**config.mk**
```make
export PLATFORM = sky130hd
export DESIGN_NAME = uart_fifo_serial
export DESIGN_NICKNAME = d
export VERILOG_FILES = /design/src/rtl/uart_fifo_serial.sv
export SDC_FILE = /design/constraint.sdc
export NUM_CORES = 1
export LEC_CHECK = 0
export ABC_AREA = 1
export BUFFER_PORTS_ARGS = -buffer_cell sky130_fd_sc_hd__buf_4
export CAP_MARGIN = 0
export CORE_ASPECT_RATIO = 1.1
export CORE_MARGIN = 3
export CORE_UTILIZATION = 63
export CTS_BUF_LIST = sky130_fd_sc_hd__clkbuf_4 sky130_fd_sc_hd__clkbuf_8 sky130_fd_sc_hd__clkbuf_16
export CTS_CLUSTER_DIAMETER = 150
export CTS_CLUSTER_SIZE = 30
export DETAILED_ROUTE_END_ITERATION = 10
export GPL_TIMING_DRIVEN = 0
export PLACE_DENSITY = 0.8
export SLEW_MARGIN = 20
export SYNTH_ARGS = -nofsm -noshare
export SYNTH_HDL_FRONTEND = slang
export SYNTH_SLANG_ARGS = --single-unit
```
**constraint.sdc**
```tcl
create_clock -name clock -period 3.7 [get_ports clock]
set_input_delay 0.74 -clock clock [delete_from_list [all_inputs] [get_ports clock]]
set_output_delay 0.74 -clock clock [all_outputs]
set_load 0.05 [all_outputs]
```
**src/rtl/uart_fifo_serial.sv**
```systemverilog
// Full-duplex UART with independent TX/RX FIFOs, configurable baud divisor and data width.
// Optional even parity enabled by defining UART_PARITY_EN (adds the parity_error output).

module uart_fifo_serial_fifo #(
    parameter int unsigned W     = 8,
    parameter int unsigned DEPTH = 16
) (
    input  logic                       clock,
    input  logic                       reset,
    input  logic                       push_i,
    input  logic [W-1:0]               wdata_i,
    input  logic                       pop_i,
    output logic [W-1:0]               head_o,
    output logic                       full_o,
    output logic                       empty_o,
    output logic [$clog2(DEPTH+1)-1:0] count_o
);
    localparam int unsigned AW = $clog2(DEPTH);
    localparam int unsigned CW = $clog2(DEPTH+1);

    logic [W-1:0]  mem_q [DEPTH];
    logic [AW-1:0] wr_q, rd_q;
    logic [CW-1:0] cnt_q;
    logic          push_ok, pop_ok;

    assign empty_o = (cnt_q == '0);
    assign full_o  = (cnt_q == CW'(DEPTH));
    assign count_o = cnt_q;
    assign head_o  = mem_q[rd_q];
    assign pop_ok  = pop_i && !empty_o;
    // A pop frees the head slot this edge, so a push into a full FIFO still fits.
    assign push_ok = push_i && (!full_o || pop_ok);

    always_ff @(posedge clock or posedge reset) begin
        if (reset) begin
            wr_q  <= '0;
            rd_q  <= '0;
            cnt_q <= '0;
        end else begin
            if (push_ok) wr_q <= wr_q + AW'(1);
            if (pop_ok)  rd_q <= rd_q + AW'(1);
            case ({push_ok, pop_ok})
                2'b10:   cnt_q <= cnt_q + CW'(1);
                2'b01:   cnt_q <= cnt_q - CW'(1);
                default: cnt_q <= cnt_q;
            endcase
        end
    end

    always_ff @(posedge clock) begin
        if (push_ok) mem_q[wr_q] <= wdata_i;
    end
endmodule

module uart_fifo_serial #(
    parameter int unsigned CLKS_PER_BIT = 5208,
    parameter int unsigned DATA_BITS    = 8,
    parameter int unsigned FIFO_DEPTH   = 16
) (
    input  logic                            clock,
    input  logic                            reset,
    input  logic                            rx,
    output logic                            tx,
    input  logic [DATA_BITS-1:0]            tx_data,
    input  logic                            tx_write,
    output logic                            tx_full,
    output logic [$clog2(FIFO_DEPTH+1)-1:0] tx_count,
    output logic                            tx_busy,
    output logic [DATA_BITS-1:0]            rx_data,
    input  logic                            rx_read,
    output logic                            rx_empty,
    output logic [$clog2(FIFO_DEPTH+1)-1:0] rx_count,
    output logic                            rx_overrun,
    output logic                            frame_error,
    input  logic                            clear_status
`ifdef UART_PARITY_EN
    ,
    output logic                            parity_error
`endif
);
`ifdef UART_PARITY_EN
    localparam int unsigned SW = DATA_BITS + 1;
`else
    localparam int unsigned SW = DATA_BITS;
`endif
    localparam int unsigned TW = $clog2(CLKS_PER_BIT);
    localparam int unsigned IW = $clog2(SW+1);

    typedef enum logic [1:0] {IDLE, START, DATA, STOP} state_e;

    // ---------------- TX ----------------
    state_e                tx_state_q, tx_state_d;
    logic [TW-1:0]         tx_cnt_q, tx_cnt_d;
    logic [IW-1:0]         tx_idx_q, tx_idx_d;
    logic [SW-1:0]         tx_shift_q, tx_shift_d, tx_frame;
    logic                  tx_q, tx_d, tx_pop, tx_empty, tx_bit_end;
    logic [DATA_BITS-1:0]  tx_head;

    uart_fifo_serial_fifo #(.W(DATA_BITS), .DEPTH(FIFO_DEPTH)) u_tx_fifo (
        .clock   (clock),
        .reset   (reset),
        .push_i  (tx_write),
        .wdata_i (tx_data),
        .pop_i   (tx_pop),
        .head_o  (tx_head),
        .full_o  (tx_full),
        .empty_o (tx_empty),
        .count_o (tx_count)
    );

`ifdef UART_PARITY_EN
    assign tx_frame = {^tx_head, tx_head};
`else
    assign tx_frame = tx_head;
`endif
    assign tx_bit_end = (tx_cnt_q == TW'(CLKS_PER_BIT - 1));
    assign tx_busy    = (tx_state_q != IDLE);
    assign tx         = tx_q;

    // The line level is registered from the current state, so it trails the FSM by one clock.
    always_comb begin
        tx_state_d = tx_state_q;
        tx_cnt_d   = tx_cnt_q;
        tx_idx_d   = tx_idx_q;
        tx_shift_d = tx_shift_q;
        tx_pop     = 1'b0;
        tx_d       = 1'b1;
        if (tx_state_q != IDLE) tx_cnt_d = tx_bit_end ? '0 : tx_cnt_q + TW'(1);
        case (tx_state_q)
            IDLE: begin
                if (!tx_empty) begin
                    tx_pop     = 1'b1;
                    tx_shift_d = tx_frame;
                    tx_cnt_d   = '0;
                    tx_state_d = START;
                end
            end
            START: begin
                tx_d = 1'b0;
                if (tx_bit_end) begin
                    tx_idx_d   = '0;
                    tx_state_d = DATA;
                end
            end
            DATA: begin
                tx_d = tx_shift_q[0];
                if (tx_bit_end) begin
                    tx_shift_d = tx_shift_q >> 1;
                    tx_idx_d   = tx_idx_q + IW'(1);
                    if (tx_idx_q == IW'(SW - 1)) tx_state_d = STOP;
                end
            end
            STOP: begin
                if (tx_bit_end) tx_state_d = IDLE;
            end
            default: tx_state_d = IDLE;
        endcase
    end

    always_ff @(posedge clock or posedge reset) begin
        if (reset) begin
            tx_state_q <= IDLE;
            tx_cnt_q   <= '0;
            tx_idx_q   <= '0;
            tx_shift_q <= '0;
            tx_q       <= 1'b1;
        end else begin
            tx_state_q <= tx_state_d;
            tx_cnt_q   <= tx_cnt_d;
            tx_idx_q   <= tx_idx_d;
            tx_shift_q <= tx_shift_d;
            tx_q       <= tx_d;
        end
    end

    // ---------------- RX ----------------
    state_e                rx_state_q, rx_state_d;
    logic [TW-1:0]         rx_cnt_q, rx_cnt_d;
    logic [IW-1:0]         rx_idx_q, rx_idx_d;
    logic [SW-1:0]         rx_shift_q, rx_shift_d;
    logic                  rx_meta_q, rx_sync_q, rx_prev_q;
    logic                  rx_push, rx_full, rx_bit_end, rx_half;
    logic                  frame_set, overrun_set;
    logic                  rx_overrun_q, frame_error_q;
    logic [DATA_BITS-1:0]  rx_head, rx_last_q;

    uart_fifo_serial_fifo #(.W(DATA_BITS), .DEPTH(FIFO_DEPTH)) u_rx_fifo (
        .clock   (clock),
        .reset   (reset),
        .push_i  (rx_push),
        .wdata_i (rx_shift_q[DATA_BITS-1:0]),
        .pop_i   (rx_read),
        .head_o  (rx_head),
        .full_o  (rx_full),
        .empty_o (rx_empty),
        .count_o (rx_count)
    );

    assign rx_bit_end  = (rx_cnt_q == TW'(CLKS_PER_BIT - 1));
    assign rx_half     = (rx_cnt_q == TW'(CLKS_PER_BIT / 2 - 1));
    assign overrun_set = rx_push && rx_full && !rx_read;
    assign rx_data     = rx_empty ? rx_last_q : rx_head;
    assign rx_overrun  = rx_overrun_q;
    assign frame_error = frame_error_q;

`ifdef UART_PARITY_EN
    logic parity_set, parity_error_q;
    assign parity_error = parity_error_q;
`endif

    always_comb begin
        rx_state_d = rx_state_q;
        rx_cnt_d   = rx_cnt_q;
        rx_idx_d   = rx_idx_q;
        rx_shift_d = rx_shift_q;
        rx_push    = 1'b0;
        frame_set  = 1'b0;
`ifdef UART_PARITY_EN
        parity_set = 1'b0;
`endif
        if (rx_state_q != IDLE) rx_cnt_d = rx_cnt_q + TW'(1);
        case (rx_state_q)
            IDLE: begin
                if (rx_prev_q && !rx_sync_q) begin
                    rx_cnt_d   = '0;
                    rx_state_d = START;
                end
            end
            START: begin
                if (rx_half) begin
                    rx_cnt_d   = '0;
                    rx_idx_d   = '0;
                    rx_state_d = rx_sync_q ? IDLE : DATA;
                end
            end
            DATA: begin
                if (rx_bit_end) begin
                    rx_cnt_d   = '0;
                    rx_shift_d = {rx_sync_q, rx_shift_q[SW-1:1]};
                    rx_idx_d   = rx_idx_q + IW'(1);
                    if (rx_idx_q == IW'(SW - 1)) rx_state_d = STOP;
                end
            end
            STOP: begin
                if (rx_bit_end) begin
                    rx_cnt_d   = '0;
                    rx_state_d = IDLE;
                    if (!rx_sync_q)
                        frame_set = 1'b1;
`ifdef UART_PARITY_EN
                    else if (^rx_shift_q)
                        parity_set = 1'b1;
`endif
                    else
                        rx_push = 1'b1;
                end
            end
            default: rx_state_d = IDLE;
        endcase
    end

    always_ff @(posedge clock or posedge reset) begin
        if (reset) begin
            rx_meta_q     <= 1'b1;
            rx_sync_q     <= 1'b1;
            rx_prev_q     <= 1'b1;
            rx_state_q    <= IDLE;
            rx_cnt_q      <= '0;
            rx_idx_q      <= '0;
            rx_shift_q    <= '0;
            rx_last_q     <= '0;
            rx_overrun_q  <= 1'b0;
            frame_error_q <= 1'b0;
`ifdef UART_PARITY_EN
            parity_error_q <= 1'b0;
`endif
        end else begin
            rx_meta_q     <= rx;
            rx_sync_q     <= rx_meta_q;
            rx_prev_q     <= rx_sync_q;
            rx_state_q    <= rx_state_d;
            rx_cnt_q      <= rx_cnt_d;
            rx_idx_q      <= rx_idx_d;
            rx_shift_q    <= rx_shift_d;
            if (rx_read && !rx_empty) rx_last_q <= rx_head;
            rx_overrun_q  <= overrun_set | (rx_overrun_q & ~clear_status);
            frame_error_q <= frame_set | (frame_error_q & ~clear_status);
`ifdef UART_PARITY_EN
            parity_error_q <= parity_set | (parity_error_q & ~clear_status);
`endif
        end
    end
endmodule
```
==> impl_metrics.json <==
{
  "grt_busiest_layer": "met2",
  "path_cells": "buf_2 -> clkbuf_1 -> a21oi_1 -> o21ai_0 -> nand3_1 -> nand3_1 -> nand2_1 -> nand2_1 -> nand2_1 -> buf_4",
  "antenna_found_initial": 0,
  "hold_buffers": 0,
  "critPathKind": "reg -> out",
  "dieArea_um2": 27100,
  "critPathMaxStageDelay_ns": 0.46,
  "stdcell_count": 1962,
  "clock-sinks": 350,
  "critPathSlowestCell": "clkbuf_1",
  "rsz0062_at_grt": "no",
  "overflow": 0,
  "fin_crit_sh": 0.891,
  "holdWs_ns": 0.218,
  "syn_nets": 1629,
  "synth_cell_types": 41,
  "grt_first_pass_wirelength_mm": 54.6,
  "finalCoreUtilization": 0.690,
  "cts_resized": 0,
  "cts_buffers": 15,
  "end_kind": "output port",
  "skew_ns": 0.0266,
  "worst-path-stages": 10,
  "yosysWarnings": 0,
  "finalHoldViolations": 0,
  "hpwl_mm": 23.7,
  "cts-root-buf": "clkbuf_16",
  "critPathLaunchType": "flip-flop",
  "postRouteAntennaNets": 0,
  "path_common_cell": "nand2_1",
  "cp_top_family": "buffers and inverters",
  "cp.arrival_ns": 2.56,
  "total_power_mw": 9.94,
  "areaGrowthSynthToFinish_pct": 7.29,
  "yosys.area.top_type": "edfxtp_1",
  "postPlaceCellArea_um2": 16500,
  "synthesis.area_um2": 15800,
  "grtUsageMet3": 0.0280,
  "critPathBufInv": 3,
  "crit_end": "rx_data[5]",
  "clkTransAtPathRegs_ns": 0.12,
  "dp_slack_ns": 0.831,
  "start_util": 0.643,
  "vias": 11070,
  "io_pins": 38,
  "required_ns": 2.96,
  "drive_gt1_frac": 0.0757,
  "seq_area_frac_synth": 0.635,
  "setup_viol": 0,
  "maxCapViolCount": 0,
  "r2r_slack_ns": 0.82,
  "timing.rr.end": "u_rx_fifo.count_o[4]",
  "grt_pass1_vias": 10622,
  "gp_congestion": 0.937,
  "coreArea_um2": 24600,
  "slew_viol_final": 0,
  "synth_area_leaders": "edfxtp_1, dfrtp_1, nand2_1, nand3_1, inv_1",
  "synth-main-ff-cell": "edfxtp_1",
  "outcome": "finished clean",
  "vias_per_cell": 5.64,
  "final_nets": 1684,
  "post_cts_buffers": 0,
  "die_h_um": 172,
  "stdcell_area_um2": 17000,
  "dieWidth_um": 157,
  "synth-edff-count": 256,
  "rows": 60,
  "setup_ws_ns": 0.404,
  "drtIter0Drc": 1179,
  "async_reset_ff_frac": 0.269,
  "drc": 0,
  "cts_tree": "done",
  "max_freq_mhz": 303,
  "n_fill_cell": 1794,
  "drt-total-wl_mm": 34.8,
  "diodes": 0,
  "track_usage": 0.260,
  "avgSynthCellArea_um2": 9.96,
  "path_max_fanout": 10,
  "layout_min_cycle_time_ns": 3.30,
  "slew_headroom": 0.405,
  "cts_buffer_depth": 3,
  "ys_ff_latch": 350,
  "rr_worst_depth": 19,
  "crit_start": "u_rx_fifo.rd_q[1]",
  "firstDrtPassIters": 5,
  "hp-class": "in -> async",
  "leakage_nw": 7.35,
  "met2_usage": 0.457,
  "insertion_delay_ns": 0.53,
  "synth_top_area_share": 0.486,
  "placed_cells": 1937,
  "portBuffers": 37,
  "p_per_area_nw_per_um2": 585,
  "r2r_start": "u_rx_fifo.count_o[2]",
  "drt-wirelength-per-cell_um": 17.7,
  "tightest_slew_ns": 0.889,
  "fin_tns_setup_ns": 0,
  "irDropWorstVdd_uv": 628,
  "grt_max_degree": 53,
  "syn_inst": 1589,
  "use_met1": 0.331,
  "htreeDepth": 1
}
worst reg2reg max path, stage by stage (launching register included):
cell and delay, ns:
dfrtp_1 0.47, nor2_1 0.18, nand2_1 0.11, nor2_4 0.24, inv_4 0.11, nand2_4 0.15, inv_2 0.08, buf_6 0.15
ha_1 0.19, buf_2 0.16, xor2_1 0.16, ha_1 0.19, nor2_1 0.14, nor2_1 0.09, nand2_1 0.09, nand2_1 0.05
nand2_1 0.06, nand2_1 0.05, nand2_1 0.04, o21ai_0 0.07
sequential cells by signal, summed over array words and instances (netlist names), 5 cells and up, named ones only:
signal and flops:
rx_cnt_q 13, tx_shift_q 8, u_tx_fifo.count_o 5, u_rx_fifo.count_o 5
u_tx_fifo.mem_q 128, rx_shift_q 8, u_rx_fifo.mem_q 128, tx_cnt_q 13
rx_last_q 8
cell usage in the layout (no fill, tap or decap), types with 26 or more instances in the layout:
| master | synthesis | layout |
|---|---|---|
| buf_2 | 26 | 26 |
| buf_4 | 0 | 37 |
| dfrtp_1 | 90 | 90 |
| edfxtp_1 | 256 | 256 |
| inv_1 | 195 | 194 |
| nand2_1 | 473 | 473 |
| nand3_1 | 160 | 160 |
| nor2_1 | 98 | 98 |
| o211ai_1 | 54 | 54 |
| o21ai_0 | 52 | 52 |
cell families after synthesis:
kind of cell,Yosys count,synth area share
and+or+nand+nor,770,0.202
AOI/OAI and AO/OA,152,0.0598
DFF,350,0.635
buffers and inverters,261,0.0655
xor gates and xnor gates,30,0.0166
adders and majority gates,26,0.0210
synth_stat cells (2+ instances only):
library cell  number
o22ai_1            9
nor3_1             9
nor2_1            98
nand3_1          160
o211ai_1          54
xor2_1            23
nor2_2             3
or2_2              3
buf_1              8
dfstp_2            4
ha_1              25
edfxtp_1         256
nand4_1           10
a22oi_1            2
clkbuf_1          19
inv_2              5
nand3_2            3
buf_2             26
nand2_2            6
a31oi_1            3
inv_1            195
xnor2_1            7
nor2_4             2
buf_6              3
nand2_1          473
a21oi_1           22
o21ai_0           52
clkinv_1           4
o21ai_2            4
dfrtp_1           90
final cells by class:
cell class | instances | area [um^2] | share of cell area
plain buffers | 56 | 265 | 0.0156
clock inverters | 2 | 20.0 | 0.00118
well taps | 310 | 388 | 0.0228
clock buffers | 23 | 435 | 0.0256
inverters | 205 | 777 | 0.0458
repair buffers | 38 | 305 | 0.0180
flip-flops and latches | 350 | 10000 | 0.592
multi-input cells | 978 | 4750 | 0.279
routing by layer:
layer	wire, um	share of wire
met2	17600	0.51
met1	13700	0.39
met3	2100	0.060
met4	1420	0.041
met5	0	0
power breakdown:
group          switching [mW]  internal [mW]
clock network            1.17          0.844
registers               0.193           4.49
logic                    2.28          0.959
total                    3.64           6.30
worst min-delay path by stage:
stage / start / endpoint / slack, ns
floorplan: rx_meta_q / rx_sync_q / 0.35
global placement: rx_meta_q / rx_sync_q / 0.35
detailed placement: rx_meta_q / rx_sync_q / 0.35
CTS: reset / rx_cnt_q[2] / 0.22
global route: reset / rx_cnt_q[1] / 0.23
finish: reset / rx_cnt_q[0] / 0.22
Note: power is estimated with default switching activity, not from simulation.
